**config.mk**
```make
export PLATFORM = sky130hd
export DESIGN_NAME = ext_mem_slave_flat
export DESIGN_NICKNAME = d
export VERILOG_FILES = /design/src/rtl/ext_mem_slave_if.sv /design/src/rtl/ext_mem_slave.sv /design/src/flat_wrapper.sv
export SDC_FILE = /design/constraint.sdc
export NUM_CORES = 1
export LEC_CHECK = 0
export ABC_CLOCK_PERIOD_IN_PS = 2800
export CAP_MARGIN = 30
export CORE_MARGIN = 3
export CORE_UTILIZATION = 40
export CTS_BUF_LIST = sky130_fd_sc_hd__clkbuf_4 sky130_fd_sc_hd__clkbuf_8 sky130_fd_sc_hd__clkbuf_16
export CTS_CLUSTER_SIZE = 14
export DETAILED_ROUTE_END_ITERATION = 7
export GPL_TIMING_DRIVEN = 0
export PLACE_DENSITY_LB_ADDON = 0.12
export SKIP_LAST_GASP = 1
export SYNTH_ARGS = -nofsm -noshare
export SYNTH_HDL_FRONTEND = slang
export SYNTH_SLANG_ARGS = --single-unit
```
**constraint.sdc**
```tcl
create_clock -name clock -period 2.8 [get_ports clock]
set_clock_uncertainty 0.1 [all_clocks]
set_input_delay 0.56 -clock clock [delete_from_list [all_inputs] [get_ports clock]]
set_output_delay 0.56 -clock clock [all_outputs]
set_load 0.05 [all_outputs]
```
**src/rtl/ext_mem_slave_if.sv**
```systemverilog
// Master-side memory request bus between the HLS `main` port and ext_mem_slave.
interface ext_mem_slave_if #(
    parameter int ADDR_W = 13,
    parameter int DATA_W = 8
);
    // Handshake: the master raises exactly one of Mout_oe_ram / Mout_we_ram
    // and holds it with stable address/data until M_DataRdy is seen high for
    // one cycle; it drops the request in the following cycle. A request still
    // present after that cycle is a new access. Dropping early aborts it.
    logic              Mout_oe_ram;
    logic              Mout_we_ram;
    logic [ADDR_W-1:0] Mout_addr_ram;
    logic [DATA_W-1:0] Mout_Wdata_ram;
    logic [3:0]        Mout_data_ram_size;
    logic [DATA_W-1:0] M_Rdata_ram;
    logic              M_DataRdy;

    modport master (
        output Mout_oe_ram, Mout_we_ram, Mout_addr_ram, Mout_Wdata_ram, Mout_data_ram_size,
        input  M_Rdata_ram, M_DataRdy
    );

    modport slave (
        input  Mout_oe_ram, Mout_we_ram, Mout_addr_ram, Mout_Wdata_ram, Mout_data_ram_size,
        output M_Rdata_ram, M_DataRdy
    );
endinterface

```
**src/rtl/ext_mem_slave.sv**
```systemverilog
// Fixed-latency off-chip memory responder for the HLS `main` master port.
// Optional preload port enabled by defining EXT_MEM_PRELOAD_EN.
module ext_mem_slave #(
    parameter int ADDR_W    = 13,
    parameter int DATA_W    = 8,
    parameter int BASE_ADDR = 0,
    parameter int MEMSIZE   = 16,
    parameter int RD_DELAY  = 2,
    parameter int WR_DELAY  = 1
) (
    input  logic                       clock,
    input  logic                       reset,
    ext_mem_slave_if.slave             bus,
`ifdef EXT_MEM_PRELOAD_EN
    input  logic                       init_we,
    input  logic [$clog2(MEMSIZE)-1:0] init_addr,
    input  logic [DATA_W-1:0]          init_data,
`endif
    output logic                       err_both,
    output logic [1:0]                 fsm_state
);
    localparam int IDX_W     = $clog2(MEMSIZE);
    localparam int MAX_DELAY = (RD_DELAY > WR_DELAY) ? RD_DELAY : WR_DELAY;
    localparam int CNT_W     = $clog2(MAX_DELAY + 1);
    localparam logic [ADDR_W:0]  LO      = (ADDR_W+1)'(BASE_ADDR);
    localparam logic [ADDR_W:0]  HI      = (ADDR_W+1)'(BASE_ADDR + MEMSIZE);
    localparam logic [CNT_W-1:0] RD_LAST = CNT_W'(RD_DELAY - 1);
    localparam logic [CNT_W-1:0] WR_LAST = CNT_W'(WR_DELAY - 1);

    typedef enum logic [1:0] {IDLE, RD_WAIT, WR_WAIT, ACK} state_t;

    state_t            state_q, state_d;
    logic [CNT_W-1:0]  cnt_q, cnt_d;
    logic [IDX_W-1:0]  idx_q, idx_d;
    logic [DATA_W-1:0] rdata_q, rdata_d;
    logic              rdy_q, rdy_d;
    logic              err_q;

`ifdef EXT_MEM_PRELOAD_EN
    logic [DATA_W-1:0] mem [MEMSIZE];
`else
    logic [DATA_W-1:0] mem [MEMSIZE] = '{default: '0};
`endif

    logic [ADDR_W:0]   addr_ext;
    logic              in_range;
    logic [IDX_W-1:0]  req_idx;
    logic [DATA_W-1:0] mask;
    logic [DATA_W-1:0] merged;
    logic              do_write;

    assign addr_ext = {1'b0, bus.Mout_addr_ram};
    assign in_range = (addr_ext >= LO) && (addr_ext < HI);
    assign req_idx  = IDX_W'(addr_ext - LO);

    // Size is in bits; anything covering the whole lane writes the full word.
    always_comb begin
        mask = '1;
        if (32'(bus.Mout_data_ram_size) < DATA_W)
            mask = DATA_W'((32'd1 << bus.Mout_data_ram_size) - 32'd1);
    end

    assign merged = (bus.Mout_Wdata_ram & mask) | (mem[req_idx] & ~mask);

    always_comb begin
        state_d  = state_q;
        cnt_d    = cnt_q;
        idx_d    = idx_q;
        rdata_d  = '0;
        rdy_d    = 1'b0;
        do_write = 1'b0;
        case (state_q)
            IDLE: begin
                if (bus.Mout_oe_ram && !bus.Mout_we_ram && in_range) begin
                    idx_d = req_idx;
                    if (RD_DELAY == 1) begin
                        rdata_d = mem[req_idx];
                        rdy_d   = 1'b1;
                        state_d = ACK;
                    end else begin
                        cnt_d   = CNT_W'(1);
                        state_d = RD_WAIT;
                    end
                end else if (bus.Mout_we_ram && !bus.Mout_oe_ram && in_range) begin
                    idx_d    = req_idx;
                    do_write = 1'b1;
                    if (WR_DELAY == 1) begin
                        rdata_d = merged;
                        rdy_d   = 1'b1;
                        state_d = ACK;
                    end else begin
                        cnt_d   = CNT_W'(1);
                        state_d = WR_WAIT;
                    end
                end
            end
            RD_WAIT: begin
                if (!bus.Mout_oe_ram) begin
                    cnt_d   = '0;
                    state_d = IDLE;
                end else if (cnt_q == RD_LAST) begin
                    rdata_d = mem[idx_q];
                    rdy_d   = 1'b1;
                    state_d = ACK;
                end else begin
                    cnt_d = cnt_q + CNT_W'(1);
                end
            end
            WR_WAIT: begin
                // The write already landed at accept; an abort leaves it in place.
                if (!bus.Mout_we_ram) begin
                    cnt_d   = '0;
                    state_d = IDLE;
                end else if (cnt_q == WR_LAST) begin
                    rdata_d = mem[idx_q];
                    rdy_d   = 1'b1;
                    state_d = ACK;
                end else begin
                    cnt_d = cnt_q + CNT_W'(1);
                end
            end
            ACK: begin
                cnt_d   = '0;
                state_d = IDLE;
            end
            default: state_d = IDLE;
        endcase
    end

    always_ff @(posedge clock or posedge reset) begin
        if (reset) begin
            state_q <= IDLE;
            cnt_q   <= '0;
            idx_q   <= '0;
            rdata_q <= '0;
            rdy_q   <= 1'b0;
            err_q   <= 1'b0;
        end else begin
            state_q <= state_d;
            cnt_q   <= cnt_d;
            idx_q   <= idx_d;
            rdata_q <= rdata_d;
            rdy_q   <= rdy_d;
            err_q   <= err_q | (bus.Mout_oe_ram & bus.Mout_we_ram);
        end
    end

    // Init write is last so it wins a same-index collision with the master.
    always_ff @(posedge clock) begin
        if (do_write && !reset)
            mem[req_idx] <= merged;
`ifdef EXT_MEM_PRELOAD_EN
        if (init_we)
            mem[init_addr] <= init_data;
`endif
    end

    assign bus.M_Rdata_ram = rdata_q;
    assign bus.M_DataRdy   = rdy_q;
    assign err_both        = err_q;
    assign fsm_state       = state_q;
endmodule

```
**src/flat_wrapper.sv**
```systemverilog
// flat-port wrapper written by rule: the top's interface ports become plain ports
module ext_mem_slave_flat 
#(
    parameter int ADDR_W    = 13,
    parameter int DATA_W    = 8,
    parameter int BASE_ADDR = 0,
    parameter int MEMSIZE   = 16,
    parameter int RD_DELAY  = 2,
    parameter int WR_DELAY  = 1
)
  (clock, reset, err_both, fsm_state, bus_Mout_oe_ram, bus_Mout_we_ram, bus_Mout_addr_ram, bus_Mout_Wdata_ram, bus_Mout_data_ram_size, bus_M_Rdata_ram, bus_M_DataRdy);
  ext_mem_slave_if #(.ADDR_W(ADDR_W), .DATA_W(DATA_W)) bus_i ();
  input  logic clock;
  input  logic reset;
  output logic err_both;
  output logic [1:0] fsm_state;
  input wire logic [$bits(bus_i.Mout_oe_ram)-1:0] bus_Mout_oe_ram;
  input wire logic [$bits(bus_i.Mout_we_ram)-1:0] bus_Mout_we_ram;
  input wire logic [$bits(bus_i.Mout_addr_ram)-1:0] bus_Mout_addr_ram;
  input wire logic [$bits(bus_i.Mout_Wdata_ram)-1:0] bus_Mout_Wdata_ram;
  input wire logic [$bits(bus_i.Mout_data_ram_size)-1:0] bus_Mout_data_ram_size;
  output wire logic [$bits(bus_i.M_Rdata_ram)-1:0] bus_M_Rdata_ram;
  output wire logic [$bits(bus_i.M_DataRdy)-1:0] bus_M_DataRdy;
  assign bus_i.Mout_oe_ram = bus_Mout_oe_ram;
  assign bus_i.Mout_we_ram = bus_Mout_we_ram;
  assign bus_i.Mout_addr_ram = bus_Mout_addr_ram;
  assign bus_i.Mout_Wdata_ram = bus_Mout_Wdata_ram;
  assign bus_i.Mout_data_ram_size = bus_Mout_data_ram_size;
  assign bus_M_Rdata_ram = bus_i.M_Rdata_ram;
  assign bus_M_DataRdy = bus_i.M_DataRdy;
  ext_mem_slave #(.ADDR_W(ADDR_W), .DATA_W(DATA_W), .BASE_ADDR(BASE_ADDR), .MEMSIZE(MEMSIZE), .RD_DELAY(RD_DELAY), .WR_DELAY(WR_DELAY)) u_core (.clock(clock), .reset(reset), .bus(bus_i), .err_both(err_both), .fsm_state(fsm_state));
endmodule
```
==> flow_summary.json <==
{
  "status": "complete, but fails checks",
  "violations": "setup timing",
  "viasPerCell": 5.96,
  "reg2reg_depth": 7,
  "grt_pass1_vias": 4669,
  "synth-edff-count": 128,
  "route.final.wire_length_mm": 20.2,
  "p_per_area_nw_per_um2": 583,
  "areaGrowthSynthToFinish_pct": 20.8,
  "multi_input_area_sq_um": 2800,
  "routedWlPerCell_microns": 27.1,
  "initial_core_util_pct": 41.0,
  "layout.nets": 539,
  "rsz0062_at_grt": "true",
  "crit_slowest_cell": "nor2_2",
  "worstMarginPinSlew_ns": 0.879,
  "setup_viol": 37,
  "drive_gt1_share_pct": 31.5,
  "syn_inst": 440,
  "grt_use_total_pct": 21.5,
  "ctsHoldBuffers": 0,
  "path_class": "in -> reg",
  "cts_num_sinks": 146,
  "post_dp_cell_area_sq_um": 7900,
  "yosys.area.top_type": "edfxtp_1",
  "yosysWarnings": 0,
  "critPathCaptureType": "flop",
  "dieArea_sq_um": 19500,
  "yosysMostFrequentCell": "edfxtp_1",
  "reg2reg_from": "u_core.idx_q[1]",
  "vias": 4442,
  "critPathMaxFanout": 10,
  "ys_types": 52,
  "crit_chain": "clkdlybuf4s50_1 > buf_2 > nor2_2 > nand2_1 > nor2_2",
  "slowest_delay_ns": 0.62,
  "ios": 41,
  "clock_path_buffers": 2,
  "antenna_left": 0,
  "stdcell_area_sq_um": 8640,
  "grt_first_pass_wirelength_mm": 30.1,
  "synth_top_area_share_pct": 53.8,
  "finalWeightedCongestion": 0.898,
  "r2r-end": "u_core.bus.M_Rdata_ram[2]",
  "die_y_microns": 140,
  "firstDrtPassIters": 5,
  "leakage_uw": 0.00283,
  "yosysSeqAreaShare_pct": 60.1,
  "slew-limit-headroom_pct": 41.3,
  "drt_iter0_markers": 426,
  "fin_crit_sh_pct": 102,
  "cp.required_ns": 2.76,
  "path_clk_slew_ns": 0.06,
  "setup_ws_ns": -0.0557,
  "grt_max_degree": 18,
  "syn_area_per_cell_sq_um": 16.2,
  "synth_fp_nets": 472,
  "cp-start-kind": "input pin",
  "maxCapViolCount": 0,
  "hold_class": "in -> async",
  "route.detailed.drc": 0,
  "hold_viol_final": 0,
  "die_w_microns": 140,
  "fillers": 1477,
  "seqCellArea_sq_um": 4290,
  "core_sq_um": 17400,
  "fmaxAchievable_ghz": 0.350,
  "slew_violations": 0,
  "row_count": 48,
  "place_hpwl_mm": 13.7,
  "insertion_delay_ns": 0.43,
  "cp_common_cell": "nor2_2",
  "critPathArrivalTime_ns": 2.81,
  "synthTopCellsByArea": "edfxtp_1 (54%), mux4_2 (16%), dfrtp_1 (6.3%)",
  "period_needed_ns": 2.86,
  "cts_inserted_buffers": 17,
  "ys_top_cells_by_count": "edfxtp_1 (128), mux4_2 (51), nor2_1 (40)",
  "cts_tree": "yes",
  "yosys_most_used_dff": "edfxtp_1",
  "grt-ovfl-total": 0,
  "setup.worst_path.start": "bus_Mout_addr_ram[3]",
  "ys_ff_latch": 146,
  "syn-cell-area_sq_um": 7150,
  "portBuffers": 37,
  "diodes": 0,
  "antenna_found_initial": 0,
  "pre_cts_ws_ns": -1.08,
  "h-tree-depth": 4,
  "cts_root_buf": "clkbuf_16",
  "place_inst": 710,
  "ir_drop_uv": 500,
  "async_flop_share_pct": 12.3,
  "r2r_slack_ns": 0.29,
  "fin_cells": 745
}
[metrics by stage]
step	hold slack (ns)	total power (uW)	util, %	setup TNS, ns
4_1_cts	0.323	5060	49.3	-0.636
5_1_grt	0.358	5210	49.6	-4.91
2_1_floorplan	0.389	2670	-	0
6_report	0.341	5040	49.6	-0.670
3_3_place_gp	0.339	2820	44.8	-208.85
3_5_place_dp	0.355	2830	45.4	-194.69
[flip-flops by register name, indices dropped and copies added (netlist names)]
name and count:
u_core.err_both 1, u_core.bus.M_DataRdy 1, u_core.fsm_state 2, u_core.bus.M_Rdata_ram 8, u_core.cnt_q 2, u_core.mem 128
u_core.idx_q 4
[metal layers]
layer	GRT usage [%]	part of all wire [%]	vias up
met5	0	0	-
met4	8.92	3.5	0
met3	5.26	6.0	45
met2	34.9	49	169
met1	27.8	41	2299
li1	-	-	1929
[how the worst max path moves through the flow]
stage	slack, ns	depth (start not counted)	end
2_1_floorplan	0.18	8	u_core.mem[0][4]
3_3_place_gp	-1.07	7	u_core.mem[4][4]
3_5_place_dp	-1.08	7	u_core.mem[0][1]
4_1_cts	-0.04	6	u_core.mem[11][0]
5_1_grt	-0.09	7	u_core.mem[5][6]
6_report	-0.06	5	u_core.mem[3][3]
[where the power goes]
part           total (uW)  switching (uW)  internal (uW)  leakage (uW)
Combinational         397             237            160       0.00117
Sequential           2400            4.67           2400       0.00139
Clock                2240             912           1330      0.000268
[critical path, delay by kind of cell]
family / cells / cell delay, ns
buf+inv: 2 / 0.79
simple gates: 3 / 1.44
[cell usage in the layout (no fill, tap or decap), types with 6 or more instances in the layout]
cell type	n
edfxtp_1	128
nand2_1	20
clkbuf_1	8
clkbuf_16	17
buf_2	7
mux2_2	19
dfrtp_1	18
nor2_1	20
mux2i_1	32
buf_6	9
clkdlybuf4s50_1	36
o21ai_0	6
nand3_1	15
mux4_2	51
o211ai_1	7
nor2_2	15
buf_4	9
[kinds of logic (layout without fill, tap and decap cells)]
| group | Yosys count | after routing | share of synthesized area [%] |
|---|---|---|---|
| flops | 146 | 146 | 60.1 |
| simple gates | 105 | 105 | 7.86 |
| mux | 102 | 102 | 23.5 |
| compound gates | 50 | 50 | 5.20 |
| buf+inv | 32 | 112 | 2.57 |
| fa+ha+maj | 3 | 3 | 0.525 |
| xor+xnor | 2 | 2 | 0.245 |
[cell type report]
class                   instances  area share (%)
clock buffers                  19            5.10
repair buffers                 48            5.72
inverters                       5           0.217
clock inverters                13            1.58
multi-input cells             262            32.4
well taps                     225            3.26
flip-flops and latches        146            49.7
plain buffers                  27            1.98
[timing repair]
item / CTS / global route
pin swaps: 2 / 1
cloned: 0 / 0
buffers inserted: 2 / 1
resized for setup: 27 / 12
endpoints found under the setup margin: 241 / 206
(Power assumes the default switching activity.)
